`src/rtl/npu_fbuf_pkg.sv`:
```
`default_nettype none
// ============================================================================
// Module  : npu_fbuf_pkg -- bank state type, parameter defaults, bank wrap helper
// Revision: 1.0
// ============================================================================
package npu_fbuf_pkg;

    localparam int c_def_num_banks = 2;
    localparam int c_def_rows      = 64;
    localparam int c_def_row_bytes = 64;
    localparam int c_def_data_w    = 8;

    typedef enum logic [1:0] {
        BANK_EMPTY   = 2'd0,
        BANK_FILLING = 2'd1,
        BANK_FULL    = 2'd2
    } bank_state_t;

    function automatic int next_bank(input int idx, input int num_banks);
        return (idx + 1 >= num_banks) ? 0 : idx + 1;
    endfunction

endpackage
`default_nettype wire

```
`src/rtl/npu_fbuf_bank_tracker.sv`:
```
`default_nettype none
// ============================================================================
// Module  : npu_fbuf_bank_tracker -- fill state and committed row count of one bank
// Revision: 1.0
// ============================================================================
module npu_fbuf_bank_tracker
    import npu_fbuf_pkg::*;
#(
    parameter int ROWS = c_def_rows,
    parameter int RW   = $clog2(ROWS + 1)
) (
    input  logic          clk,
    input  logic          rst,
    input  logic          i_commit,
    input  logic          i_clear,
    output bank_state_t   o_state,
    output logic [RW-1:0] o_count
);

    localparam logic [RW-1:0] c_last_row = RW'(ROWS - 1);

    bank_state_t   r_state;
    bank_state_t   w_state_nxt;
    logic [RW-1:0] r_count;
    logic [RW-1:0] w_count_nxt;

    always_ff @(posedge clk) begin
        if (rst) begin
            r_state <= BANK_EMPTY;
            r_count <= '0;
        end else begin
            r_state <= w_state_nxt;
            r_count <= w_count_nxt;
        end
    end

    // Clear beats commit: the reader releasing the bank discards any row landing with it.
    always_comb begin
        w_state_nxt = r_state;
        w_count_nxt = r_count;
        if (i_clear) begin
            w_state_nxt = BANK_EMPTY;
            w_count_nxt = '0;
        end else if (i_commit && (r_state != BANK_FULL)) begin
            w_count_nxt = r_count + 1'b1;
            w_state_nxt = (r_count == c_last_row) ? BANK_FULL : BANK_FILLING;
        end
    end

    assign o_state = r_state;
    assign o_count = r_count;

endmodule
`default_nettype wire

```
`src/rtl/npu_frame_buf_ctrl.sv`:
```
`default_nettype none
// ============================================================================
// Module  : npu_frame_buf_ctrl -- multi-bank frame buffer handoff, CPU writer to NPU reader
// Revision: 1.0
// ============================================================================
module npu_frame_buf_ctrl
    import npu_fbuf_pkg::*;
#(
    parameter int NUM_BANKS = c_def_num_banks,
    parameter int ROWS      = c_def_rows,
    parameter int ROW_BYTES = c_def_row_bytes,
    parameter int DATA_W    = c_def_data_w
) (
    input  logic                              clk,
    input  logic                              rst,
    input  logic                              cpu_wr_i,
    input  logic [$clog2(ROWS*ROW_BYTES)-1:0] cpu_wr_addr_i,
    input  logic [DATA_W-1:0]                 cpu_wr_data_i,
    input  logic                              cpu_row_commit_p_i,
    input  logic [$clog2(ROWS+1)-1:0]         cpu_thrshld_i,
    input  logic                              err_clr_i,
    input  logic                              npu_done_p_i,
    output logic [NUM_BANKS-1:0]              mem_wr_en_o,
    output logic [$clog2(ROWS*ROW_BYTES)-1:0] mem_wr_addr_o,
    output logic [DATA_W-1:0]                 mem_wr_data_o,
    output logic [$clog2(NUM_BANKS)-1:0]      cpu_wr_bank_o,
    output logic [$clog2(ROWS+1)-1:0]         cpu_rows_written_o,
    output logic                              cpu_buf_full_o,
    output logic                              npu_start_p_o,
    output logic [$clog2(NUM_BANKS)-1:0]      npu_rd_bank_o,
    output logic [$clog2(ROWS+1)-1:0]         npu_rows_avail_o,
    output logic                              npu_active_o,
    output logic [2:0]                        err_o
);

    localparam int c_aw = $clog2(ROWS * ROW_BYTES);
    localparam int c_rw = $clog2(ROWS + 1);
    localparam int c_bw = $clog2(NUM_BANKS);
    localparam logic [c_rw-1:0] c_last_row = c_rw'(ROWS - 1);

    bank_state_t          w_state [NUM_BANKS];
    logic [c_rw-1:0]      w_count [NUM_BANKS];
    logic [NUM_BANKS-1:0] w_commit;
    logic [NUM_BANKS-1:0] w_clear;

    logic [c_bw-1:0]      r_wr_bank;
    logic [c_bw-1:0]      r_rd_bank;
    logic                 r_active;
    logic                 r_start;
    logic [NUM_BANKS-1:0] r_mem_wr_en;
    logic [c_aw-1:0]      r_mem_wr_addr;
    logic [DATA_W-1:0]    r_mem_wr_data;
    logic [2:0]           r_err;

    logic            w_buf_full;
    logic            w_wr_ok;
    logic            w_done_ok;
    logic            w_early_done;
    logic            w_commit_ok;
    logic            w_wr_advance;
    logic            w_rd_ready;
    logic            w_launch;
    logic [c_rw-1:0] w_thrshld;
    logic [2:0]      w_err_set;

    assign w_buf_full   = (w_state[r_wr_bank] == BANK_FULL);
    assign w_wr_ok      = cpu_wr_i && !w_buf_full;
    assign w_done_ok    = npu_done_p_i && r_active;
    assign w_early_done = w_done_ok && (w_state[r_rd_bank] != BANK_FULL);
    // A release of the writer's own bank wins over a row committed into it that cycle.
    assign w_commit_ok  = cpu_row_commit_p_i && !w_buf_full
                          && !(w_done_ok && (r_rd_bank == r_wr_bank));
    assign w_wr_advance = w_commit_ok && (w_count[r_wr_bank] == c_last_row);
    assign w_thrshld    = (cpu_thrshld_i == '0) ? c_rw'(1) : cpu_thrshld_i;
    assign w_rd_ready   = (w_count[r_rd_bank] >= w_thrshld) || (w_state[r_rd_bank] == BANK_FULL);
    assign w_launch     = !r_active && w_rd_ready;
    assign w_err_set    = {w_early_done, cpu_row_commit_p_i && w_buf_full, cpu_wr_i && w_buf_full};

    generate
        for (genvar gi = 0; gi < NUM_BANKS; gi++) begin : g_bank
            assign w_commit[gi] = w_commit_ok && (r_wr_bank == c_bw'(gi));
            assign w_clear[gi]  = w_done_ok && (r_rd_bank == c_bw'(gi));

            npu_fbuf_bank_tracker #(
                .ROWS (ROWS),
                .RW   (c_rw)
            ) u_tracker (
                .clk      (clk),
                .rst      (rst),
                .i_commit (w_commit[gi]),
                .i_clear  (w_clear[gi]),
                .o_state  (w_state[gi]),
                .o_count  (w_count[gi])
            );
        end
    endgenerate

    // An early release leaves the reader on the bank the writer restarts, keeping frame order.
    always_ff @(posedge clk) begin
        if (rst) begin
            r_wr_bank     <= '0;
            r_rd_bank     <= '0;
            r_active      <= 1'b0;
            r_start       <= 1'b0;
            r_mem_wr_en   <= '0;
            r_mem_wr_addr <= '0;
            r_mem_wr_data <= '0;
            r_err         <= '0;
        end else begin
            r_mem_wr_en <= '0;
            if (w_wr_ok) begin
                r_mem_wr_en[r_wr_bank] <= 1'b1;
                r_mem_wr_addr          <= cpu_wr_addr_i;
                r_mem_wr_data          <= cpu_wr_data_i;
            end
            if (w_wr_advance) begin
                r_wr_bank <= c_bw'(next_bank(int'(r_wr_bank), NUM_BANKS));
            end
            if (w_done_ok) begin
                r_active <= 1'b0;
                if (!w_early_done) begin
                    r_rd_bank <= c_bw'(next_bank(int'(r_rd_bank), NUM_BANKS));
                end
            end else if (w_launch) begin
                r_active <= 1'b1;
            end
            r_start <= w_launch;
            r_err   <= (err_clr_i ? 3'b000 : r_err) | w_err_set;
        end
    end

    assign mem_wr_en_o        = r_mem_wr_en;
    assign mem_wr_addr_o      = r_mem_wr_addr;
    assign mem_wr_data_o      = r_mem_wr_data;
    assign cpu_wr_bank_o      = r_wr_bank;
    assign cpu_rows_written_o = w_count[r_wr_bank];
    assign cpu_buf_full_o     = w_buf_full;
    assign npu_start_p_o      = r_start;
    assign npu_rd_bank_o      = r_rd_bank;
    assign npu_rows_avail_o   = w_count[r_rd_bank];
    assign npu_active_o       = r_active;
    assign err_o              = r_err;

endmodule
`default_nettype wire

```
`config.mk`:
```
export PLATFORM = sky130hd
export DESIGN_NAME = npu_frame_buf_ctrl
export DESIGN_NICKNAME = d
export VERILOG_FILES = /design/src/rtl/npu_fbuf_pkg.sv /design/src/rtl/npu_fbuf_bank_tracker.sv /design/src/rtl/npu_frame_buf_ctrl.sv
export SDC_FILE = /design/constraint.sdc
export NUM_CORES = 1
export LEC_CHECK = 0
export CORE_UTILIZATION = 35
export DETAILED_ROUTE_END_ITERATION = 7
export GPL_TIMING_DRIVEN = 0
export PLACE_DENSITY = 0.67
export SETUP_SLACK_MARGIN = 0.5
export SLEW_MARGIN = 5
export SYNTH_ARGS = -nofsm -noshare
export SYNTH_HDL_FRONTEND = slang
export SYNTH_SLANG_ARGS = --single-unit
export TNS_END_PERCENT = 100
```
`constraint.sdc`:
```
create_clock -name clk -period 2.1 [get_ports clk]
set_input_delay 0.525 -clock clk [delete_from_list [all_inputs] [get_ports clk]]
set_output_delay 0.525 -clock clk [all_outputs]
set_load 0.01 [all_outputs]
```
==> qor.tcl, run 1 <==
set qor(run_status) {complete, no violations}
set qor(total_iterations_of_the_first_detailed_routing_run) 4
set qor(ctsHoldBuffers) 0
set qor(cts-htree-levels) 2
set qor(antenna_cells_inserted) 0
set qor(arrival_ns) 1.42
set qor(crit_required_ns) 1.57
set qor(slew_violations) 0
set qor(final_min_period_over_clock_period) 0.9248
set qor(clock_tree.buffer_depth) 2
set qor(dpl.hpwl_mm) 4.238
set qor(dr_total_vias) 2256
set qor(timing_worst_slew_pin_value_ns) 0.5763
set qor(report.final.setup_viol) 0
set qor(yosys.area_share.xor_xnor) 0.03948
set qor(r2r_cells) 9
set qor(achievable-frequency_mhz) 514.9
set qor(critical_path_class) {reg2out}
set qor(cellLeakagePower_nw) 1.786
set qor(synthSimpleGateAreaFrac) 0.2160
set qor(yosysTopAreaCell) {dfxtp_1}
set qor(postSynthNetCount) 303
set qor(rows) 28
set qor(first_global_vias) 1976
set qor(cp_max_fo) 7
set qor(ys_seq_elements) 47
set qor(die_area_um2) 6660
set qor(ys_types) 43
set qor(area_growth_syn_to_layout_pct) 79.75
set qor(powerDensity_nw_per_um2) 497.2
set qor(hold_path_class) {reg2reg}
set qor(synthDominantCellAreaShare) 0.4241
set qor(globalRoute.totalOverflow) 0
set qor(synth_top_cells_by_count) {47 x dfxtp_1, 45 x nand2_1, 30 x a21oi_1}
set qor(synth_area_per_cell_um2) 8.500
set qor(io-pin-count) 77
set qor(clock_sink_count) 47
set qor(die_y_um) 81.61
set qor(pin_count_of_the_biggest_net_entering_global_routing) 17
set qor(grt_use_total) 0.1887
set qor(synth_compound_gate_area_share) 0.1359
set qor(number_of_hold_violations_in_the_final_report) 0
set qor(relSlewSlack) 0.6158
set qor(finalClockSkew_ns) 0.01382
set qor(clkTransAtPathRegs_ns) 0.10
set qor(number_of_maximum_capacitance_constraint_violations) 0
set qor(count_of_routing_violations_after_the_opening_detailed_route_iteration) 111
set qor(detail_route.vias_per_cell) 5.081
set qor(detail_route.drc_violations) 0
set qor(finish.net_count) 410
set qor(postSynthCellCount) 261
set qor(netlist_area_before_placement_um2) 2218
set qor(post-route-util) 0.6618
set qor(finalWorstPathRequiredPeriod_ns) 1.942
set qor(worst_hold_path.num_cells) 2
set qor(insertion_delay_ns) 0.32
set qor(cp-start-kind) {flip-flop}
set qor(synth.area.top_cells) {dfxtp_1 42%, nand2_1 7.6%, a21oi_1 6.8%, mux2_2 6.1%, ha_1 5.1%}
set qor(design.core.area_um2) 6026
set qor(yosysSeqAreaShare) 0.4241
set qor(r2r_setup_slack_ns) 0.18
set qor(min_to) {mem_wr_addr_o[11]$_SDFFE_PP0P_}
set qor(drive_above_1_share) 0.4146
set qor(filler_cell_count) 487
set qor(yosys.cell_count.top_type) {dfxtp_1}
set qor(routed_wirelength_mm) 7.246
set qor(vdd_drop_max_mv) 0.4149
set qor(edff_count_synth) 0
set qor(crit-reg2reg-launch) {npu_rd_bank_o$_SDFFE_PP0P_}
set qor(first_pass_grt_wire_length_mm) 9.597
set qor(cts_inserted_buffers) 5
set qor(synth_top_family_by_area) {simple AND/OR/NAND/NOR gates}
set qor(ys_dominant_reg_cell) {dfxtp_1}
set qor(detail_route.wl_per_cell_um) 16.32
set qor(starting_density_of_the_core) 0.3681
set qor(setup.worst_path.end_class) {primary output}
set qor(die_w_um) 81.61
set qor(buffer_ports.inserted) 76
set qor(muxShareOfSynthArea) 0.08573
set qor(synth-warning-count) 0
set qor(cts_tree) {built}
set qor(critical_path.reg2reg.endpoint) {npu_start_p_o$_SDFF_PP0_}
set qor(grt_antenna_before_repair) 0
set qor(unrepaired_setup_endpoints_after_global_routing) {true}
set qor(startpoint_of_the_lowest_slack_hold_path) {mem_wr_addr_o[11]$_SDFFE_PP0P_}
set qor(postSynth.asyncResetShare) 0
set qor(finalWeightedCongestion) 0.8095
set qor(stdcell_count) 444
set qor(yosys.area_share.adder) 0.05076
set qor(route.antenna.remaining_nets) 0
set qor(placedCellCount) 412
set qor(cts_root_buffer) {clkbuf_8}
-- cell usage in the layout, fill, tap and decap left out, drive strengths merged, types with 2 or more instances in the layout --
cell type	instances
nand4	2
nor2	21
a22oi	2
clkdlybuf4s50	24
ha	9
dlymetal6s2s	2
xnor2	7
o211ai	2
dlygate4sd2	32
nor2b	3
and2	2
a211oi	2
o21ai	7
clkbuf	10
nand2b	4
nor4	2
inv	13
xor2	3
buf	47
a21oi	30
nand2	45
mux2i	4
a21o	2
nor3	4
nor3b	5
nand3	4
clkdlybuf4s15	3
mux2	13
or3	4
dfxtp	47
-- area by class of cell --
type                            instances  area, um2  area share
Sequential cell                        47      944.7      0.2369
Multi-Input combinational cell        189       1669      0.4186
Inverter                               12      45.04     0.01130
Timing Repair Buffer                  100      982.2      0.2463
Buffer                                 13      136.4     0.03420
Tap cell                               75      93.84     0.02353
Clock inverter                          3      47.55     0.01192
Clock buffer                            5      68.82     0.01726
-- registers in the layout, summed over array words and instances (netlist names) --
register                  flops
mem_wr_addr_o                12
mem_wr_en_o                   2
npu_rd_bank_o                 1
cpu_wr_bank_o                 1
g_bank.u_tracker.o_state      4
mem_wr_data_o                 8
g_bank.u_tracker.o_count     14
npu_start_p_o                 1
npu_active_o                  1
err_o                         3
-- report_power, final --
group | internal, mW | switching [mW] | leakage (nW)
Clock | 0.361 | 0.345 | 0.0587
Combinational | 0.177 | 0.149 | 1.34
Sequential | 0.920 | 0.0302 | 0.385
-- metrics by stage --
step / power, mW / TNS [ns] / hold slack [ns] / setup slack (ns) / cell area [um2]
CTS: 1.915 / 0 / 0.4598 / 0.1663 / 3493
global placement: 1.220 / -1.629 / 0.4415 / -0.4151 / 3182
detailed placement: 1.222 / -1.838 / 0.4484 / -0.4197 / 3182
finish: 1.983 / 0 / 0.4652 / 0.1578 / 3988
global route: 2.071 / 0 / 0.4787 / 0.04752 / 3988
floorplan: 1.070 / 0 / 0.4452 / 0.2169 / 2327
-- how the worst max path moves through the flow --
stage / startpoint / end / slack (ns)
after global routing: npu_rd_bank_o$_SDFFE_PP0P_ / npu_active_o$_SDFFE_PP0P_ / 0.05
after detailed placement: cpu_thrshld_i[1] / npu_start_p_o$_SDFF_PP0_ / -0.42
after global placement: cpu_thrshld_i[1] / npu_start_p_o$_SDFF_PP0_ / -0.42
after floorplan: cpu_thrshld_i[1] / npu_active_o$_SDFFE_PP0P_ / 0.22
after CTS: npu_rd_bank_o$_SDFFE_PP0P_ / npu_rows_avail_o[5] / 0.17
final: npu_rd_bank_o$_SDFFE_PP0P_ / npu_rows_avail_o[6] / 0.16
-- logic make-up after synthesis --
group	Yosys count
simple gates	101
compound gates	52
flops	47
buf+inv	25
mux	17
xor+xnor	10
fa+ha+maj	9
-- worst max-delay path, cell delays in order (launching register included) --
cell and delay (ns):
dfxtp_2 0.35, buf_6 0.13, clkbuf_16 0.16, mux2_4 0.33, buf_6 0.13
-- layer usage --
metal,routed length [um],up-vias,track usage
met4,151,0,0.04561
met3,272,13,0.04444
met1,3117,1069,0.2456
li1,-,1109,-
met2,3704,65,0.3142
met5,0,-,0
-- what timing repair did --
action                     in CTS  in global routing
resized for setup             148                102
gates cloned                    0                  3
setup endpoints to repair      86                 59
buffers inserted               14                  7
pin swaps                       8                 59
No activity file was read; power rests on OpenSTA's default activity.
==> run 2, diff against run 1 <==
--- a/config.mk
+++ b/config.mk
@@ -5,6 +5,7 @@
 export SDC_FILE = /design/constraint.sdc
 export NUM_CORES = 1
 export LEC_CHECK = 0
+export CORE_ASPECT_RATIO = 1.1
 export CORE_UTILIZATION = 35
 export DETAILED_ROUTE_END_ITERATION = 7
 export GPL_TIMING_DRIVEN = 0
==> constraint.sdc (replaced) <==
create_clock -name clk -period 2.1 [get_ports clk]
set_input_delay 0.21 -clock clk [delete_from_list [all_inputs] [get_ports clk]]
set_output_delay 0.21 -clock clk [all_outputs]
set_load 0.01 [all_outputs]
==> qor.tcl, run 2 (synthesis gave the netlist of run 1 again) <==
set qor(largest_reg_flops) 14 ;# unchanged
set qor(first_global_vias) 2037 ;# was 1976
set qor(globalRoute.totalOverflow) 0 ;# unchanged
set qor(cpMaxStageDelayCell) {clkdlybuf4s50_1} ;# was dfxtp_2
set qor(clkTransAtPathRegs_ns) 0.09 ;# was 0.10 ns
set qor(dpl.hpwl_mm) 4.336 ;# was 4.238 mm
set qor(powerDensity_nw_per_um2) 490.4 ;# was 497.2 nW/um2
set qor(cp-start-kind) {input port} ;# was flip-flop
set qor(timing_worst_slew_pin_value_ns) 0.6587 ;# was 0.5763 ns
set qor(rows) 30 ;# was 28
set qor(cellLeakagePower_nw) 1.489 ;# was 1.786 nW
set qor(ctsHoldBuffers) 0 ;# unchanged
set qor(pin_count_of_the_biggest_net_entering_global_routing) 16 ;# was 17
set qor(detail_route.drc_violations) 0 ;# unchanged
set qor(critPathMaxStageDelay_ns) 0.43 ;# was 0.35 ns
set qor(die_area_um2) 6661 ;# was 6660 um2
set qor(critical_path.cell_chain) {clkdlybuf4s50_1 -> nor4_1 -> a31o_2 -> ha_1 -> nand2b_1 -> a21o_1 -> a21oi_2 -> o21ai_1 -> nor3b_2} ;# was buf_6 -> clkbuf_16 -> mux2_4 -> buf_6
set qor(unrepaired_setup_endpoints_after_global_routing) {true} ;# unchanged
set qor(antenna_cells_inserted) 0 ;# unchanged
set qor(starting_density_of_the_core) 0.3604 ;# was 0.3681
set qor(number_of_maximum_capacitance_constraint_violations) 0 ;# unchanged
set qor(area_growth_syn_to_layout_pct) 66.05 ;# was 79.75%
set qor(final_min_period_over_clock_period) 0.9056 ;# was 0.9248
set qor(clock_tree.buffer_depth) 2 ;# unchanged
set qor(insertion_delay_ns) 0.30 ;# was 0.32 ns
set qor(crit_path_buffers_inverters) 1 ;# was 3
set qor(cts_inserted_buffers) 5 ;# unchanged
set qor(detail_route.wl_per_cell_um) 14.52 ;# was 16.32 um
set qor(clock_sink_count) 47 ;# unchanged
set qor(fin_tns_setup_ns) 0 ;# unchanged
set qor(arrival_ns) 2.09 ;# was 1.42 ns
set qor(route.antenna.remaining_nets) 0 ;# unchanged
set qor(cts_tree) {built} ;# unchanged
set qor(finalWeightedCongestion) 0.7645 ;# was 0.8095
set qor(die_w_um) 77.91 ;# was 81.61 um
set qor(layout.cells.most_common_list) {61 x clkdlybuf4s50_1, 45 x nand2_1, 45 x dfxtp_1} ;# was 44 x dfxtp_1, 32 x dlygate4sd2_1, 26 x buf_6
set qor(cpLargestDelayFamily) {simple AND/OR/NAND/NOR gates} ;# was buffers and inverters
set qor(grt_use_total) 0.1870 ;# was 0.1887
set qor(setup.worst_path.end_class) {flip-flop} ;# was primary output
set qor(total_iterations_of_the_first_detailed_routing_run) 4 ;# unchanged
set qor(die_y_um) 85.50 ;# was 81.61 um
set qor(relSlewSlack) 0.5600 ;# was 0.6158
set qor(drive_above_1_share) 0.2603 ;# was 0.4146
set qor(critical_path_class) {in2reg} ;# was reg2out
set qor(report.power.total_mw) 1.806 ;# was 1.983 mW
set qor(slew_violations) 0 ;# unchanged
set qor(vdd_drop_max_mv) 0.3598 ;# was 0.4149 mV
set qor(grt_antenna_before_repair) 0 ;# unchanged
set qor(detail_route.vias_per_cell) 4.933 ;# was 5.081
set qor(cts_root_buffer) {clkbuf_8} ;# unchanged
set qor(report.final.setup_viol) 0 ;# unchanged
set qor(buffer_ports.inserted) 76 ;# unchanged
set qor(run_status) {complete, no violations} ;# unchanged
set qor(hold_path_class) {in2reg} ;# was reg2reg
set qor(first_pass_grt_wire_length_mm) 9.715 ;# was 9.597 mm
set qor(crit_required_ns) 2.28 ;# was 1.57 ns
set qor(finish.net_count) 406 ;# was 410
set qor(finalClockSkew_ns) 0.002804 ;# was 0.01382 ns
set qor(cp_max_fo) 2 ;# was 7
set qor(achievable-frequency_mhz) 525.8 ;# was 514.9 MHz
set qor(finalWorstPathRequiredPeriod_ns) 1.902 ;# was 1.942 ns
set qor(design.core.area_um2) 6156 ;# was 6026 um2
set qor(count_of_routing_violations_after_the_opening_detailed_route_iteration) 64 ;# was 111
set qor(routed_wirelength_mm) 6.461 ;# was 7.246 mm
set qor(io-pin-count) 77 ;# unchanged
set qor(dr_total_vias) 2195 ;# was 2256
set qor(layout.cells.most_common) {clkdlybuf4s50_1} ;# was dfxtp_1
set qor(cts-htree-levels) 2 ;# unchanged
set qor(number_of_hold_violations_in_the_final_report) 0 ;# unchanged
[run 2: cell count changes in the layout (fill, tap and decap cells not counted), moves of 3 or more]
| cell | delta |
|---|---|
| a21oi_1 | +21 |
| buf_6 | -10 |
| nand2_2 | -8 |
| dlygate4sd2_1 | -32 |
| nand2_1 | +22 |
| a21oi_2 | -21 |
| nand2_4 | -14 |
| clkdlybuf4s50_1 | +37 |
| buf_2 | +3 |
| nor3b_2 | -3 |
[run 2: metal layers]
layer  global-route usage  vias to the layer above  part of all wire
met3              0.03830                       10             0.056
met4              0.07239                        0             0.017
met5                    0                        -                 0
met2               0.3307                       70              0.49
met1               0.2223                     1023              0.44
li1                     -                     1092                 -
[run 2: final timing paths]
check | slack [ns] | cells after the start | from | end
setup / recovery | 0.20 | 9 | cpu_thrshld_i[1] | npu_start_p_o$_SDFF_PP0_
hold / removal | 0.45 | 3 | cpu_wr_addr_i[10] | mem_wr_addr_o[10]$_SDFFE_PP0P_
setup reg to reg | 0.20 | 8 | npu_rd_bank_o$_SDFFE_PP0P_ | npu_start_p_o$_SDFF_PP0_
hold reg to reg | 0.46 | 2 | mem_wr_addr_o[9]$_SDFFE_PP0P_ | mem_wr_addr_o[9]$_SDFFE_PP0P_
[run 2: worst register-to-register path, stage by stage, from the launching register on]
cell and delay [ns]:
dfxtp_2 0.34, buf_6 0.12, clkbuf_16 0.15, mux2_4 0.32
ha_1 0.29, a21o_1 0.17, a21oi_2 0.15, o21ai_1 0.08
nor3b_2 0.16
[run 2: stage by stage]
stage	cell area, um2	worst slack [ns]	utilization	hold WS, ns	std cells
6_report	3684	0.1983	0.5984	0.4498	445
5_1_grt	3684	0.1300	0.5984	0.4548	445
4_1_cts	3552	0.1458	0.5770	0.4408	442
3_5_place_dp	3177	-0.1704	0.5161	0.4490	417
3_3_place_gp	3177	-0.1307	0.5161	0.4415	417
2_1_floorplan	2316	0.2241	-	0.3460	261
[run 2: power breakdown]
part           leakage [nW]  total, mW  switching (mW)  internal, mW
Sequential            0.385      0.938          0.0197         0.918
Clock                0.0474      0.587           0.318         0.269
Combinational          1.06      0.281           0.118         0.164
[run 2: cell type report]
class / count / area (um2)
sequential: 47 / 945.9
tap: 80 / 100.1
timing repair buffer: 96 / 940.9
inverter: 12 / 45.04
multi-input combinational: 189 / 1423
clock inverter: 2 / 16.27
buffer: 13 / 130.1
clock buffer: 6 / 82.58
fill: 546 / 2472
[run 2: repair_timing]
| action | in CTS | in global routing |
|---|---|---|
| pin swaps | 8 | 16 |
| cloned | 2 | 0 |
| setup buffers | 15 | 3 |
| resized for setup | 84 | 43 |
| setup endpoints to repair | 53 | 55 |
==> run 3, diff against run 2 <==
--- a/config.mk
+++ b/config.mk
@@ -11,6 +11,7 @@
 export GPL_TIMING_DRIVEN = 0
 export PLACE_DENSITY = 0.67
 export SETUP_SLACK_MARGIN = 0.5
+export SKIP_LAST_GASP = 1
 export SLEW_MARGIN = 5
 export SYNTH_ARGS = -nofsm -noshare
 export SYNTH_HDL_FRONTEND = slang
==> results of run 3 <==
The final DEF is identical to that of run 2; final timing and power are the same.
